File: src/rtl/rst_sequencer.sv
// Reset sequencer: asynchronous assert, synchronised and stretched release,
// software-requested reset pulse, and a sticky record of the last reset cause.
module rst_sequencer #(
   parameter int SYNC_STAGES     = 2,
   parameter int STRETCH_CYCLES  = 16,
   parameter int SW_PULSE_CYCLES = 4
) (
   input  logic       clk,
   input  logic       rstn,
   input  logic       sw_rst_req,
   output logic       rstn_out,
   output logic       busy,
   output logic [1:0] state_o,
   output logic       sw_cause
);

   localparam int MAX_CYCLES = (STRETCH_CYCLES > SW_PULSE_CYCLES) ? STRETCH_CYCLES : SW_PULSE_CYCLES;
   localparam int CNT_W      = $clog2(MAX_CYCLES) + 1;
   localparam logic [CNT_W-1:0] STRETCH_LAST = CNT_W'(STRETCH_CYCLES - 1);
   localparam logic [CNT_W-1:0] PULSE_LAST   = CNT_W'(SW_PULSE_CYCLES - 1);

   typedef enum logic [1:0] {
      HOLD    = 2'd0,
      STRETCH = 2'd1,
      RUN     = 2'd2,
      SW_RST  = 2'd3
   } state_t;

   logic [SYNC_STAGES-1:0] sync;
   logic                   sync_out;
   state_t                 state;
   state_t                 state_nxt;
   logic [CNT_W-1:0]       cnt;
   logic [CNT_W-1:0]       cnt_nxt;
   logic                   rstn_out_nxt;
   logic                   sw_cause_nxt;

   // Release edge of the raw pin is synchronised; assertion bypasses it.
   always_ff @(posedge clk or negedge rstn) begin
      if (!rstn) begin
         sync <= '0;
      end else begin
         sync <= {sync[SYNC_STAGES-2:0], 1'b1};
      end
   end

   assign sync_out = sync[SYNC_STAGES-1];

   always_ff @(posedge clk or negedge rstn) begin
      if (!rstn) begin
         state    <= HOLD;
         cnt      <= '0;
         rstn_out <= 1'b0;
         sw_cause <= 1'b0;
      end else begin
         state    <= state_nxt;
         cnt      <= cnt_nxt;
         rstn_out <= rstn_out_nxt;
         sw_cause <= sw_cause_nxt;
      end
   end

   // rstn_out is computed one edge ahead so the output itself stays a bare flop.
   always_comb begin
      state_nxt    = state;
      cnt_nxt      = cnt;
      rstn_out_nxt = 1'b0;
      sw_cause_nxt = sw_cause;
      case (state)
         HOLD: begin
            cnt_nxt = '0;
            if (sync_out) begin
               state_nxt = STRETCH;
            end
         end
         STRETCH: begin
            if (cnt == STRETCH_LAST) begin
               state_nxt    = RUN;
               cnt_nxt      = '0;
               rstn_out_nxt = 1'b1;
            end else begin
               cnt_nxt = cnt + 1'b1;
            end
         end
         RUN: begin
            cnt_nxt      = '0;
            rstn_out_nxt = 1'b1;
            if (sw_rst_req) begin
               state_nxt    = SW_RST;
               rstn_out_nxt = 1'b0;
               sw_cause_nxt = 1'b1;
            end
         end
         SW_RST: begin
            if (cnt == PULSE_LAST) begin
               state_nxt = STRETCH;
               cnt_nxt   = '0;
            end else begin
               cnt_nxt = cnt + 1'b1;
            end
         end
         default: begin
            state_nxt = HOLD;
            cnt_nxt   = '0;
         end
      endcase
   end

   assign busy    = (state != RUN);
   assign state_o = state;

endmodule
File: config.mk
export PLATFORM = sky130hd
export DESIGN_NAME = rst_sequencer
export DESIGN_NICKNAME = d
export VERILOG_FILES = /design/src/rtl/rst_sequencer.sv
export SDC_FILE = /design/constraint.sdc
export NUM_CORES = 1
export LEC_CHECK = 0
export CORE_UTILIZATION = 35
export DETAILED_ROUTE_END_ITERATION = 10
export MAX_ROUTING_LAYER = met4
export SYNTH_ARGS = -nofsm -noshare
export SYNTH_HDL_FRONTEND = slang
export SYNTH_SLANG_ARGS = --single-unit
File: constraint.sdc
create_clock -name clk -period 5.56 [get_ports clk]
set_input_delay 0.556 -clock clk [delete_from_list [all_inputs] [get_ports clk]]
set_output_delay 0.556 -clock clk [all_outputs]
set_load 0.02 [all_outputs]
== Word level (Yosys, flattened, before mapping) ==
Cells that the tools add are included.

* Flip-flop bits (word level): 11
* Bits in latches: 0
* RAM bits: 0
* ROM bits: 0
* Output and inout bits: 5
* Logic and storage cells: 31
* Memories kept: 0

* Add/subtract/negate cells: 1
* Multipliers: 0
* Div/mod/pow operators: 0
* Order comparisons: 0
* Eq/ne operators: 10
* Shift operators: 0
* Muxes and demuxes: 11
* Bitwise logic cells: 0
* Reductions and logical operators: 4

{| class="wikitable"
|+ Operators by type and width
! cell !! count
|-
| one-hot mux 5 bit (3 select lines) || 1
|-
| two-way mux 5 bit || 2
|-
| inequality test 2 bit (second input constant) || 5
|-
| two-way mux 2 bit || 4
|-
| one-hot mux 2 bit (4 select lines) || 1
|-
| adder 5 x 1 -> 5 bit (second input constant) || 1
|-
| == test 5 x 2 -> 1 bit (second input constant) || 1
|-
| == test 5 x 4 -> 1 bit (second input constant) || 1
|-
| == test 2 bit (second input constant) || 2
|-
| AND reduction 4 bit || 1
|-
| == test 2 x 1 -> 1 bit (second input constant) || 1
|-
| logical NOT 2 bit || 1
|-
| two-way mux 1 bit || 2
|-
| one-hot mux 1 bit (2 select lines) || 1
|-
| AND reduction 2 bit || 1
|-
| OR reduction 2 bit || 1
|}

== Longest topological paths before layout ==
* Depth in word-level cells: 3
* Depth in mapped cells: 7
* Depth with buffers taken out: 7

== Worst setup path before layout ==
Ideal clock, no wire load.

* Path type: reg-to-reg
* Start point: register cnt[0]
* End point: register state[1], in the netlist state_o[1]
* Setup time: 0.125 ns
* Arrival time: 1.761 ns
* Path slack: 3.674 ns
* Stages on the path, launching flop included: 5
* Period minus slack after synthesis: 1.886 ns
* Cells stage by stage: dfrtp_1 > ha_1 > or4b_4 > a2111oi_4 > mux2_4

* Cells in the longest elaborated chain, start to end: 3
* Elaborated cells on any way between the ends: 5
* Classes of those cells: eq/ne: 4; reduce/logical: 1

{| class="wikitable"
|+ RTL lines
! item !! line !! source
|-
| start, declared || 33 || <nowiki>logic [CNT_W-1:0] cnt;</nowiki>
|-
| start signal, assigned || 57 || <nowiki>cnt <= cnt_nxt;</nowiki>
|-
| == test 5 x 2 -> 1 bit / == test 5 x 4 -> 1 bit (equally long branches) || 95, 77 ||
|-
| inequality test 2 bit (no line) || - ||
|-
| AND reduction 4 bit (no line) * || - ||
|-
| end signal, assigned || 56 || <nowiki>state <= state_nxt;</nowiki>
|-
| end, declared || 31 || <nowiki>state_t state;</nowiki>
|}

Mark *: on every way between the ends. The rest lies on a longest branch, timed or not.
A chain may end at the register's enable or synchronous reset.

== Worst setup path in the final report ==
* Start point: register state[0], in the netlist state_o[0]
* End point: output busy

* Cells in the longest elaborated chain, start to end: 1

{| class="wikitable"
|+ RTL lines
! item !! line !! source
|-
| inequality test 2 bit || 109 || <nowiki>assign busy = (state != RUN);</nowiki>
|-
| end, declared || 12 || <nowiki>output logic busy,</nowiki>
|}

No other way between the ends.

==> summary.txt <==
status - completed
clock buffer count from CTS - 3
total leakage power - 0.338 nW
peak supply drop - 0.227 mV
Crit-path slowest cell - clkdlybuf4s50_1
fraction of the mapped netlist area in adder cells - 0.191
largest net degree at the start of global routing - 12
Synthesized Nets - 61
worst-path fanout max - 5
largest family of logic cells by synthesized area - adder cells
Hold Vio Cnt, Final - 0
min Tclk post-route - 2200 ps
post-synth cell types - 17
worst hold path depth - 0
dominant cell type by area after synthesis - dfrtp_1
Post-synth ARST share - 1.00
r2r worst-path depth - 4
Post-synth EDFFs - 0
Worst EP arrival - 1650 ps
via count - 344
Synth warnings - 0
clk sinks - 11
Port-buffer cells - 7
Die Width - 43.0 um
final setup fails - 0
XOR/XNOR share of the synthesized area - 0.0297
Antenna Violating Nets Remaining - 0
routed wire length - 914 um
most frequent CP cell - inv_1
Period Utilization, post-route - 0.396
Worst Hold Slack - 356 ps
area of the core - 0.00154 mm2
synthesized cell area - 589 um2
Critical Path, Cell by Cell - inv_1, ha_1, inv_1, clkdlybuf4s50_1
Root Driver - clkbuf_4
post-CTS sizing - 0
Layout area overhead - 19.7%
CP top delay family - buffers and inverters
Total GRT Usage - 0.127
initial drt markers - 1
htree depth - 1
DRC Markers - 0
Die Area - 0.00185 mm2
Power, Total - 340 uW
Max stage delay on crit path - 590 ps
Routability Congestion - 0.777
CP required - 5000 ps
post-DR wirelength/cell - 12.0 um
TritonCTS clock tree - built
clock insertion delay at the later pin of the skew report - 260 ps
Power Density - 482 mW/mm2
Max-Cap Viols - 0
die height - 43.0 um
leading post-synthesis cells by cell area - dfrtp_1 (47%), ha_1 (19%), nor2b_1 (6.4%)
CP endpoint kind - primary output
cells after synthesis - 49
I/O pin count - 8
post-synth top area share - 0.467
Post-CTS Hold Buffers - 0
r2r setup slk - 3600 ps
DRT Pass-1 Iters - 2
Simple-Gate Fraction of Synth Area - 0.130
hold path startpoint - sync[0]
post-synthesis compound-gate area fraction - 0.0955
Avg Cell Area, Syn - 12.0 um2
CTS Buffer Depth - 2
Reg-to-Reg End - state_o[1]
Fin Setup TNS - 0 ps
diodes inserted - 0
post-synthesis mux area share - 0.0425
fin nets - 73
Initial Utilization - 0.382
Seq/Total Area, Yosys - 0.467
GR Overflow Total - 0
WS Path Type - register to primary output
clock skew - 1.69 ps
routed vias/inst - 4.53
row count - 14
vias in the first global route - 375
Most used DFF post-synth - dfrtp_1
fin worst setup slack - 3360 ps
worst hold path class - register to register
cell with the most instances after synthesis - dfrtp_1
Slew Limit Fails - 0
Post-synth top cells - dfrtp_1 (11), ha_1 (9), inv_1 (6), nor2b_1 (6), nor2_1 (4)
hold endpoint - sync[1]
Setup Buffers After CTS - 0
Bufs and invs on worst path - 3
global-route wire length before repair - 1.61 mm
CP Launch Type - register
Placement Setup Slack - 3570 ps
layout cells sized above 1 - 0.100
RSZ-0062 raised after global routing - false
post-synthesis sequential element count - 11
Peak Freq - 0.454 GHz
Clock transition at path regs - 70 ps
CP Depth - 4
HPWL after DPL - 716 um
initial antenna violation count - 0
fill cell count - 152
RR Startpoint - cnt[0]
-- layer usage --
layer / wire, um / vias to the layer above / global-route usage
li1: - / 179 / -
met1: 465 / 161 / 0.162
met2: 419 / 2 / 0.179
met3: 13 / 2 / 0.0128
met4: 16 / 0 / 0.109
met5: 0 / - / -
-- through the flow --
stage                     area [um2]  cells   util
after floorplan                  589     49      -
after global placement           679     72  0.441
after detailed placement         679     72  0.441
after CTS                        706     76  0.458
after global routing             706     76  0.458
final                            706     76  0.458
-- worst register-to-register path, stage by stage, from the launching register on --
cell and delay (ps):
dfrtp_1 400, ha_1 190, or4b_4 500, a2111oi_4 440
mux2_4 330
-- cell usage in the layout (no fill, tap or decap), drive strengths merged --
cell type,Yosys,layout
inv,6,6
xnor2,1,1
mux2,1,1
dfrtp,11,11
a21o,1,1
nor2,4,4
clkbuf,0,4
ha,9,9
a21oi,1,1
a32o,1,1
nand3,2,2
nor2b,6,6
a2111oi,1,1
mux2i,1,1
conb,1,1
or4b,1,1
a31oi,1,1
clkdlybuf4s50,0,7
xor2,1,1
-- logic make-up (layout without fill, tap and decap cells) --
family          count (synthesis)  in the layout
simple gates                   13             13
flops                          11             11
fa+ha+maj                       9              9
buf+inv                         6             17
compound gates                  5              5
xor+xnor                        2              2
mux                             2              2
other cells                     1              1
-- flip-flops by register name, summed over array words and instances, names as in the netlist --
name and count:
sync 2, cnt 5, rstn_out 1, state_o 2, sw_cause 1
-- layout make-up --
type,instances,area (um2),share of cell area
Timing Repair Buffer,7,70.1,0.0993
Sequential cell,11,275,0.390
Tap cell,16,20.0,0.0284
Multi-Input combinational cell,32,292,0.413
Clock buffer,4,26.3,0.0372
Inverter,6,22.5,0.0319
-- power by group --
part	internal, mW	total (mW)	switching [mW]
registers	0.100	0.119	0.0188
clock network	0.0277	0.0539	0.0262
logic	0.0854	0.167	0.0820
total	0.213	0.340	0.127
-- worst max-delay path by stage --
| stage | startpoint | slack (ps) | to |
|---|---|---|---|
| final | state_o[0] | 3360 | busy |
| after global routing | state_o[0] | 3270 | busy |
| after CTS | state_o[0] | 3340 | busy |
| after detailed placement | sw_rst_req | 3570 | state_o[1] |
| after global placement | sw_rst_req | 3580 | state_o[1] |
| after floorplan | cnt[0] | 3670 | state_o[1] |
Power figures use the tool's default switching activity.
